<file path="config.mk">
export PLATFORM = sky130hd
export DESIGN_NAME = regfile_write_arbiter_flat
export DESIGN_NICKNAME = d
export VERILOG_FILES = /design/src/rtl/regfile_write_arbiter_if.sv /design/src/rtl/regfile_write_arbiter.sv /design/src/flat_wrapper.sv
export SDC_FILE = /design/constraint.sdc
export NUM_CORES = 1
export LEC_CHECK = 0
export ABC_AREA = 1
export BUFFER_PORTS_ARGS = -buffer_cell sky130_fd_sc_hd__buf_2
export CORE_UTILIZATION = 42
export DETAILED_ROUTE_END_ITERATION = 12
export GPL_ROUTABILITY_DRIVEN = 0
export GPL_TIMING_DRIVEN = 0
export SLEW_MARGIN = 0
export SYNTH_ARGS = -nofsm -noshare
export SYNTH_HDL_FRONTEND = slang
export SYNTH_SLANG_ARGS = --single-unit
</file>
<file path="constraint.sdc">
create_clock -name clock -period 3.5 [get_ports clock]
set_clock_uncertainty 0.15 [all_clocks]
set_input_delay 0.35 -clock clock [delete_from_list [all_inputs] [get_ports clock]]
set_output_delay 0.35 -clock clock [all_outputs]
set_load 0.005 [all_outputs]
</file>
<file path="src/rtl/regfile_write_arbiter_if.sv">
// Writeback bus between the ALU / mult-div sources and the register file write port.
// The source side (master) offers results; the arbiter (slave) drives the regfile strobe.
interface regfile_write_arbiter_if;
  logic        alu_valid;
  logic [4:0]  alu_rd;
  logic [31:0] alu_data;
  logic        md_valid;
  logic [4:0]  md_rd;
  logic [31:0] md_data;
  logic        md_ready;
  logic        alu_stall;
  logic [31:0] pending_mask;
  logic        ctrl_writeEnable;
  logic [4:0]  ctrl_writeReg;
  logic [31:0] data_writeReg;

  modport master (
    output alu_valid, alu_rd, alu_data, md_valid, md_rd, md_data,
    input  md_ready, alu_stall, pending_mask, ctrl_writeEnable, ctrl_writeReg, data_writeReg
  );

  modport slave (
    input  alu_valid, alu_rd, alu_data, md_valid, md_rd, md_data,
    output md_ready, alu_stall, pending_mask, ctrl_writeEnable, ctrl_writeReg, data_writeReg
  );
endinterface

</file>
<file path="src/rtl/regfile_write_arbiter.sv">
// Register file write-port arbiter: merges the never-waiting ALU path with a FIFO of
// long-latency mult/div results, killing stale queued writes and bounding FIFO starvation.
module regfile_write_arbiter #(
  parameter int DEPTH    = 4,
  parameter int MAX_WAIT = 3
) (
  input logic                    clock,
  input logic                    ctrl_reset_n,
  regfile_write_arbiter_if.slave bus
);
  localparam int AW = (DEPTH > 1) ? $clog2(DEPTH) : 1;
  localparam int CW = AW + 1;
  localparam int WW = (MAX_WAIT > 0) ? $clog2(MAX_WAIT + 1) : 1;
  localparam logic [CW-1:0] DEPTH_C    = CW'(DEPTH);
  localparam logic [WW-1:0] MAX_WAIT_C = WW'(MAX_WAIT);

  logic [4:0]       rd_mem_r   [DEPTH];
  logic [31:0]      data_mem_r [DEPTH];
  logic [DEPTH-1:0] live_r;
  logic [AW-1:0]    head_r;
  logic [AW-1:0]    tail_r;
  logic [CW-1:0]    count_r;
  logic [WW-1:0]    wait_r;
  logic             we_r;
  logic [4:0]       wreg_r;
  logic [31:0]      wdata_r;

  logic             head_valid_s;
  logic             md_ready_s;
  logic             push_s;
  logic             alu_req_s;
  logic             force_s;
  logic             pop_s;
  logic             alu_win_s;
  logic             wr_en_s;
  logic [4:0]       wr_reg_s;
  logic [31:0]      wr_data_s;
  logic [DEPTH-1:0] live_kill_s;
  logic [DEPTH-1:0] live_next_s;
  logic [31:0]      mask_s;

  assign head_valid_s = (count_r != {CW{1'b0}});
  assign md_ready_s   = (count_r < DEPTH_C);
  assign push_s       = bus.md_valid && md_ready_s && (bus.md_rd != 5'd0);
  assign alu_req_s    = bus.alu_valid && (bus.alu_rd != 5'd0);
  assign force_s      = head_valid_s && (wait_r == MAX_WAIT_C);

  // Port arbitration: a starved head beats the ALU, otherwise the ALU beats the FIFO.
  always_comb begin
    pop_s     = 1'b0;
    alu_win_s = 1'b0;
    wr_en_s   = 1'b0;
    wr_reg_s  = rd_mem_r[head_r];
    wr_data_s = data_mem_r[head_r];
    if (force_s) begin
      pop_s   = 1'b1;
      wr_en_s = live_r[head_r];
    end else if (alu_req_s) begin
      alu_win_s = 1'b1;
      wr_en_s   = 1'b1;
      wr_reg_s  = bus.alu_rd;
      wr_data_s = bus.alu_data;
    end else if (head_valid_s) begin
      pop_s   = 1'b1;
      wr_en_s = live_r[head_r];
    end else begin
      wr_en_s = 1'b0;
    end
  end

  // Kill older queued writes to the ALU's register, then derive the pending mask and next live bits.
  always_comb begin
    live_kill_s = live_r;
    mask_s      = 32'd0;
    for (int i = 0; i < DEPTH; i++) begin
      if (alu_win_s && (rd_mem_r[i] == bus.alu_rd)) begin
        live_kill_s[i] = 1'b0;
      end else begin
        live_kill_s[i] = live_r[i];
      end
    end
    for (int i = 0; i < DEPTH; i++) begin
      if (live_kill_s[i] && !(pop_s && (head_r == AW'(i)))) begin
        mask_s[rd_mem_r[i]] = 1'b1;
      end else begin
        mask_s = mask_s;
      end
    end
    mask_s[0]   = 1'b0;
    live_next_s = live_kill_s;
    if (pop_s) begin
      live_next_s[head_r] = 1'b0;
    end else begin
      live_next_s = live_next_s;
    end
    // A same-cycle push is younger than the ALU write, so it is set after the kill.
    if (push_s) begin
      live_next_s[tail_r] = 1'b1;
    end else begin
      live_next_s = live_next_s;
    end
  end

  // FIFO storage, pointers, occupancy and head starvation counter.
  always_ff @(posedge clock or negedge ctrl_reset_n) begin
    if (!ctrl_reset_n) begin
      for (int i = 0; i < DEPTH; i++) begin
        rd_mem_r[i]   <= 5'd0;
        data_mem_r[i] <= 32'd0;
      end
      live_r  <= {DEPTH{1'b0}};
      head_r  <= {AW{1'b0}};
      tail_r  <= {AW{1'b0}};
      count_r <= {CW{1'b0}};
      wait_r  <= {WW{1'b0}};
    end else begin
      live_r <= live_next_s;
      if (push_s) begin
        rd_mem_r[tail_r]   <= bus.md_rd;
        data_mem_r[tail_r] <= bus.md_data;
        tail_r             <= tail_r + AW'(1);
      end
      if (pop_s) begin
        head_r <= head_r + AW'(1);
      end
      case ({push_s, pop_s})
        2'b10:   count_r <= count_r + CW'(1);
        2'b01:   count_r <= count_r - CW'(1);
        default: count_r <= count_r;
      endcase
      if (pop_s || !head_valid_s) begin
        wait_r <= {WW{1'b0}};
      end else if (alu_win_s) begin
        wait_r <= wait_r + WW'(1);
      end
    end
  end

  // Registered write port; index and data hold while no write is issued.
  always_ff @(posedge clock or negedge ctrl_reset_n) begin
    if (!ctrl_reset_n) begin
      we_r    <= 1'b0;
      wreg_r  <= 5'd0;
      wdata_r <= 32'd0;
    end else if (wr_en_s) begin
      we_r    <= 1'b1;
      wreg_r  <= wr_reg_s;
      wdata_r <= wr_data_s;
    end else begin
      we_r <= 1'b0;
    end
  end

  assign bus.md_ready         = md_ready_s;
  assign bus.alu_stall        = force_s;
  assign bus.pending_mask     = mask_s;
  assign bus.ctrl_writeEnable = we_r;
  assign bus.ctrl_writeReg    = wreg_r;
  assign bus.data_writeReg    = wdata_r;
endmodule

</file>
<file path="src/flat_wrapper.sv">
// flat-port wrapper written by rule: the top's interface ports become plain ports
module regfile_write_arbiter_flat 
#(
  parameter int DEPTH    = 4,
  parameter int MAX_WAIT = 3
)
  (clock, ctrl_reset_n, bus_alu_valid, bus_alu_rd, bus_alu_data, bus_md_valid, bus_md_rd, bus_md_data, bus_md_ready, bus_alu_stall, bus_pending_mask, bus_ctrl_writeEnable, bus_ctrl_writeReg, bus_data_writeReg);
  regfile_write_arbiter_if bus_i ();
  input logic clock;
  input logic ctrl_reset_n;
  input wire logic [$bits(bus_i.alu_valid)-1:0] bus_alu_valid;
  input wire logic [$bits(bus_i.alu_rd)-1:0] bus_alu_rd;
  input wire logic [$bits(bus_i.alu_data)-1:0] bus_alu_data;
  input wire logic [$bits(bus_i.md_valid)-1:0] bus_md_valid;
  input wire logic [$bits(bus_i.md_rd)-1:0] bus_md_rd;
  input wire logic [$bits(bus_i.md_data)-1:0] bus_md_data;
  output wire logic [$bits(bus_i.md_ready)-1:0] bus_md_ready;
  output wire logic [$bits(bus_i.alu_stall)-1:0] bus_alu_stall;
  output wire logic [$bits(bus_i.pending_mask)-1:0] bus_pending_mask;
  output wire logic [$bits(bus_i.ctrl_writeEnable)-1:0] bus_ctrl_writeEnable;
  output wire logic [$bits(bus_i.ctrl_writeReg)-1:0] bus_ctrl_writeReg;
  output wire logic [$bits(bus_i.data_writeReg)-1:0] bus_data_writeReg;
  assign bus_i.alu_valid = bus_alu_valid;
  assign bus_i.alu_rd = bus_alu_rd;
  assign bus_i.alu_data = bus_alu_data;
  assign bus_i.md_valid = bus_md_valid;
  assign bus_i.md_rd = bus_md_rd;
  assign bus_i.md_data = bus_md_data;
  assign bus_md_ready = bus_i.md_ready;
  assign bus_alu_stall = bus_i.alu_stall;
  assign bus_pending_mask = bus_i.pending_mask;
  assign bus_ctrl_writeEnable = bus_i.ctrl_writeEnable;
  assign bus_ctrl_writeReg = bus_i.ctrl_writeReg;
  assign bus_data_writeReg = bus_i.data_writeReg;
  regfile_write_arbiter #(.DEPTH(DEPTH), .MAX_WAIT(MAX_WAIT)) u_core (.clock(clock), .ctrl_reset_n(ctrl_reset_n), .bus(bus_i));
endmodule
</file>
**Yosys cells after proc, flatten, opt, wreduce, memory -nomap -nowiden**

Index checks and enable logic that the tools add are counted.

- Bits in registers: 199
- Bits of input ports: 78
- Logic and storage cells: 142

- Add/subtract/negate cells: 5
- Order comparisons: 16
- Equal/unequal tests: 10
- Muxes and demuxes: 52
- Bitwise gates (word level): 8
- Reduce and logical (&&, ||, !) cells: 35

Operator list:

| kind | number |
|---|---|
| 32-bit 2-to-1 mux | 9 |
| 128-bit bitwise mux | 1 |
| 32-bit bitwise OR | 3 |
| 32-bit binary-select mux with 2-bit select | 1 |
| 32-bit demux with 2-bit select | 1 |
| 5-bit 2-to-1 mux | 5 |
| 5-bit by 6-bit < comparator with 1-bit output, second input constant | 4 |
| 1-bit logical AND | 23 |
| 20-bit bitwise mux | 1 |
| 1-bit demux with 5-bit select | 4 |
| 5-bit == test | 4 |
| 5-bit by 1-bit >= comparator with 1-bit output, second input constant | 4 |
| 1-bit 2-to-1 mux | 20 |
| 5-bit binary-select mux with 2-bit select | 1 |
| 5-bit demux with 2-bit select | 1 |
| 5-bit nonzero test | 2 |
| 2-bit == test, second input constant | 4 |
| 4-bit 2-to-1 mux | 2 |
| 2-bit by 1-bit adder with 2-bit output, second input constant | 3 |
| 3-bit >= comparator, second input constant | 2 |
| 2-bit by 3-bit < comparator with 1-bit output, second input constant | 2 |
| 2-bit NOT with 3-bit output | 2 |
| 3-bit case mux with 2 select lines | 1 |
| 1-bit logical NOT | 5 |
| other kinds (16) | 21 |

**Longest topological paths before layout**

- Depth after elaboration: 14
- Depth in mapped cells: 13
- Depth with buffers taken out: 12

**Least setup slack after synthesis**

Ideal clock, no wire load.

- Path type: input to register
- Start: in bus_alu_rd[2]
- End: reg u_core.count_r[2]
- Setup time: 0.131 ns
- Arrival: 2.072 ns
- Data required time: 3.219 ns
- Path slack: 1.147 ns
- Cell stages on the path: 13
- Buffers on the path: 2
- Cells stage by stage: buf_2 -> nor2_2 -> nand3_2 -> nand3_4 -> buf_4 -> nand2_1 -> inv_1 -> ha_1 -> inv_1 -> fa_1 -> a21oi_1 -> o21ai_0 -> xor2_1

- Word-level cells in the longest chain between the ends: 6

Ends and longest elaborated chain:

| element | RTL line | text |
|---|---|---|
| start, declared | flat_wrapper.sv:12 | `input wire logic [$bits(bus_i.alu_rd)-1:0] bus_alu_rd;` |
| 5-bit nonzero test * | regfile_write_arbiter.sv:45 | `assign alu_req_s = bus.alu_valid && (bus.alu_rd != 5'd0);` |
| 1-bit logical AND * | regfile_write_arbiter.sv:45 |  |
| 1-bit 2-to-1 mux * | regfile_write_arbiter.sv:58 | `end else if (alu_req_s) begin` |
| 1-bit 2-to-1 mux * | regfile_write_arbiter.sv:55 | `if (force_s) begin` |
| 2-bit by 1-bit == test with 1-bit output / 2-bit == test (equally long branches) | regfile_write_arbiter.sv:126 | `case ({push_s, pop_s})` |
| 3-bit case mux with 2 select lines / 2-bit nonzero test (equally long branches) | - |  |
| end signal, assigned | regfile_write_arbiter.sv:127 | `2'b10: count_r <= count_r + CW'(1);` |
| end signal, assigned | regfile_write_arbiter.sv:128 | `2'b01: count_r <= count_r - CW'(1);` |
| end signal, assigned | regfile_write_arbiter.sv:129 | `default: count_r <= count_r;` |
| end, declared | regfile_write_arbiter.sv:22 | `logic [CW-1:0] count_r;` |

Mark *: on every way between the ends. The rest lies on a longest branch, timed or not.
A chain may end at the register's enable or synchronous reset.

**Final worst setup path**

- Start: reg u_core.head_r[0]
- End: out bus_pending_mask[18]

- Word-level cells in the longest chain between the ends: 11

Ends and longest elaborated chain:

| element | RTL line | text |
|---|---|---|
| start, declared | regfile_write_arbiter.sv:20 | `logic [AW-1:0] head_r;` |
| start signal, assigned | regfile_write_arbiter.sv:112 | `head_r <= {AW{1'b0}};` |
| start signal, assigned | regfile_write_arbiter.sv:124 | `head_r <= head_r + AW'(1);` |
| 2-bit logical NOT | regfile_write_arbiter.sv:83 | `if (live_kill_s[i] && !(pop_s && (head_r == AW'(i)))) begin` |
| 1-bit logical AND | regfile_write_arbiter.sv:83 |  |
| 1-bit logical NOT | regfile_write_arbiter.sv:83 |  |
| 1-bit logical AND | regfile_write_arbiter.sv:83 |  |
| 32-bit 2-to-1 mux | regfile_write_arbiter.sv:83 |  |
| 32-bit bitwise OR (no source line) | - |  |
| 32-bit 2-to-1 mux | regfile_write_arbiter.sv:83 |  |
| 32-bit bitwise OR (no source line) | - |  |
| 32-bit 2-to-1 mux | regfile_write_arbiter.sv:83 |  |
| 32-bit bitwise OR (no source line) | - |  |
| 32-bit 2-to-1 mux * | regfile_write_arbiter.sv:83 |  |
| end, declared | flat_wrapper.sv:19 | `output wire logic [$bits(bus_i.pending_mask)-1:0] bus_pending_mask;` |

Marked as above.

==> impl_metrics.yaml <==
clock_tree:
  postCtsSetupRepairBufs: 0
  clkSlewWorstSetupHoldPaths_ns: 0.08
  clock_latency_ns: 0.44
  htreeDepth: 4
  cts_sinks: 199
  root_buffer: "sky130_fd_sc_hd__clkbuf_16"
  tritoncts: "done"
  cts_buffers: 17
  max-clock-path-buffers: 2
floorplan:
  std_cell_rows: 58
  initial_utilization_pct: 43.2
  core_area_mm2: 0.0255
  die_area_mm2: 0.0269
  die_width_um: 164
  die_h_um: 164
  io-pin-count: 150
sta:
  clock.fmax_mhz: 297
  report.final.hold_viol_count: 0
  timing.final.setup_violations: 0
  timing.slew.headroom_pct: 53.2
  finalCriticalPeriod_ns: 3.36
  post-route-period-util_pct: 96.1
  final-max-slew-violation-count: 0
  worst-slew-pin-transition_ns: 0.702
  rsz0062_at_grt: "false"
setup_path:
  ff2ff_setup_slack_ns: 0.83
  critPathRequiredTime_ns: 3.00
  critical_path.endpoint_type: "primary output"
  start_kind: "flip-flop"
  crit-reg2reg-capture: "u_core.count_r[2]"
  r2r-start: "u_core.count_r[0]"
  worst-endpoint-arrival_ns: 2.86
  worstPathMaxFanout: 11
  timing.setup.critical_path_class: "flip-flop to primary output"
  r2r.worst_path.cells: 13
global_route:
  antenna_violations_before_repair: 0
  global_route.usage.total_pct: 28.2
  grt_max_degree: 111
  grt_pass1_wl_mm: 58.1
  total_congestion_overflow_after_global_routing: 0
  grt_pass1_vias: 10500
drt:
  drc: 0
  initialDrtViolationCount: 1006
  via_count: 11200
  route.detailed.vias_per_inst: 5.64
  drt_pass1_iterations: 6
  route.detailed.wl_per_inst_um: 18.4
  route.antenna.remaining_nets: 0
  route.final.wire_length_mm: 36.7
hold_path:
  hp-start: "bus_alu_data[21]"
  timing.hold.worst_endpoint: "u_core.bus.data_writeReg[21]"
  min_path_cells: 3
  hold_class: "input port to flip-flop"
place:
  hpwl_mm: 26.2
  io_buf_count: 146
  number_of_cells_in_the_design_after_placement: 1933
pwr:
  static-leakage-power_nw: 6.17
  worst_ir_drop_vdd_uv: 436
  power_per_cell_area_mw_per_mm2: 876
yosys:
  synth-edff-count: 0
  synth.cells.most_frequent: "sky130_fd_sc_hd__nand2_1, sky130_fd_sc_hd__o21ai_0, sky130_fd_sc_hd__nor2_1"
  syn_area_per_cell_um2: 7.57
  ys_async_sr_fraction_pct: 100
  ys_top_cells_by_area: "sky130_fd_sc_hd__dfrtp_1, sky130_fd_sc_hd__o21ai_0, sky130_fd_sc_hd__nand2_1"
  synth.cell_area_mm2: 0.0110
  yosysMostFrequentCell: "sky130_fd_sc_hd__nand2_1"
  dominantRegCellSynth: "sky130_fd_sc_hd__dfrtp_1"
  yosys_register_bits: 199
  syn_nets: 1545
  synth_largest_type_area_fraction_pct: 45.2
  synth_top_area_cell: "sky130_fd_sc_hd__dfrtp_1"
  synth_sequential_area_ratio_pct: 45.2
  synth.lib_cells_used.distinct: 30
  synthesis.instances: 1456
  yosysWarnings: 0
layout:
  drive_above_1_share_pct: 16.7
  final_net_count: 1739
  n_antenna_cell: 0
  utilization_pct: 51.4
  areaGrowthSynthToFinish_pct: 18.8
  instances_no_fill: 1993
run_status:
  run_status: "finished clean"
run:
  cap_violations: 0
## per-layer routing
| metal | share of wire [%] | vias to the layer above | routed length, µm | GRT usage, % |
|---|---|---|---|---|
| li1 | - | 5347 | - | - |
| met1 | 44 | 5365 | 16300 | 38.8 |
| met2 | 47 | 477 | 17200 | 46.4 |
| met3 | 6.8 | 56 | 2480 | 3.84 |
| met4 | 1.9 | 0 | 688 | 7.53 |
| met5 | 0 | - | 0 | 0 |
## power breakdown
| group | internal [mW] | switching, mW |
|---|---|---|
| Combinational | 1.81 | 3.64 |
| Sequential | 3.36 | 0.637 |
| Clock | 0.977 | 1.04 |
## placed cells by master (no fill, tap or decap), types with 16 or more instances in the layout
cell	Yosys	layout
sky130_fd_sc_hd__nand3_1	44	44
sky130_fd_sc_hd__clkbuf_1	36	36
sky130_fd_sc_hd__o21ai_0	244	244
sky130_fd_sc_hd__nand2_1	259	259
sky130_fd_sc_hd__dlygate4sd3_1	0	29
sky130_fd_sc_hd__inv_1	81	81
sky130_fd_sc_hd__o21ai_1	16	16
sky130_fd_sc_hd__nor2_1	212	212
sky130_fd_sc_hd__o22ai_1	38	38
sky130_fd_sc_hd__dfrtp_1	199	199
sky130_fd_sc_hd__buf_2	66	210
sky130_fd_sc_hd__nand4_1	142	142
sky130_fd_sc_hd__clkbuf_16	0	17
sky130_fd_sc_hd__a21oi_1	43	43
## sequential cells by signal, summed over array words and instances, names as in the netlist
signal                       count
u_core.data_mem_r              128
u_core.bus.data_writeReg        32
u_core.rd_mem_r                 20
u_core.bus.ctrl_writeReg         5
u_core.live_r                    4
u_core.count_r                   3
u_core.head_r                    2
u_core.tail_r                    2
u_core.wait_r                    2
u_core.bus.ctrl_writeEnable      1
## cell type report
type                    count  area [µm²]
flip-flops and latches    199        4980
clock inverters            14         176
plain buffers             117         607
repair buffers            176        1060
fillers                  2598       12400
inverters                  87         327
clock buffers              18         429
multi-input cells        1052        5100
well taps                 330         413
## timing repair
| action | CTS | global route |
|---|---|---|
| setup endpoints to repair | 0 | 23 |
| gates resized for setup | 0 | 1 |
| endpoints found under the hold margin | 117 | 0 |
| hold buffers | 29 | 0 |
## logic make-up (layout without fill, tap and decap cells)
kind of cell / after synthesis / after routing / synth area share, %
buf+inv: 205 / 412 / 8.48
simple gates: 684 / 684 / 27.8
other cells: 1 / 1 / 0.0340
fa+ha+maj: 11 / 11 / 1.32
xor+xnor: 9 / 9 / 0.716
flops: 199 / 199 / 45.2
compound gates: 347 / 347 / 16.4
## through the flow
step                      worst slack [ns]  instance area (µm²)  TNS [ns]  total power [mW]  hold slack (ns)
after floorplan                       1.15                11000         0              7.49          -0.0956
after global placement               -1.63                12200   -318.38              9.25            0.277
after detailed placement             0.540                12200         0              9.36            0.270
after CTS                           0.0672                13100         0              11.4          0.00293
after global routing                0.0146                13100         0              12.4           0.0292
final                                0.138                13100         0              11.5           0.0105
## worst max-delay path: stages, from the launching register on
cell	delay (ns)
sky130_fd_sc_hd__dfrtp_1	0.50
sky130_fd_sc_hd__inv_1	0.21
sky130_fd_sc_hd__buf_2	0.27
sky130_fd_sc_hd__clkbuf_4	0.30
sky130_fd_sc_hd__ha_1	0.18
sky130_fd_sc_hd__nand3_1	0.24
sky130_fd_sc_hd__buf_4	0.27
sky130_fd_sc_hd__nand4_1	0.11
sky130_fd_sc_hd__nand2_1	0.10
sky130_fd_sc_hd__clkinv_1	0.06
sky130_fd_sc_hd__nand3_1	0.05
sky130_fd_sc_hd__buf_2	0.12
## how the worst max path moves through the flow
| stage | start | end | slack (ns) |
|---|---|---|---|
| 2_1_floorplan | bus_alu_rd[2] | u_core.count_r[2] | 1.15 |
| 4_1_cts | u_core.head_r[1] | bus_pending_mask[18] | 0.07 |
| 3_3_place_gp | ctrl_reset_n | u_core.bus.data_writeReg[10] | -1.63 |
| 3_5_place_dp | u_core.head_r[1] | bus_pending_mask[18] | 0.54 |
| 5_1_grt | u_core.head_r[0] | bus_pending_mask[18] | 0.01 |
| 6_report | u_core.head_r[0] | bus_pending_mask[18] | 0.14 |
(Power assumes the default switching activity.)
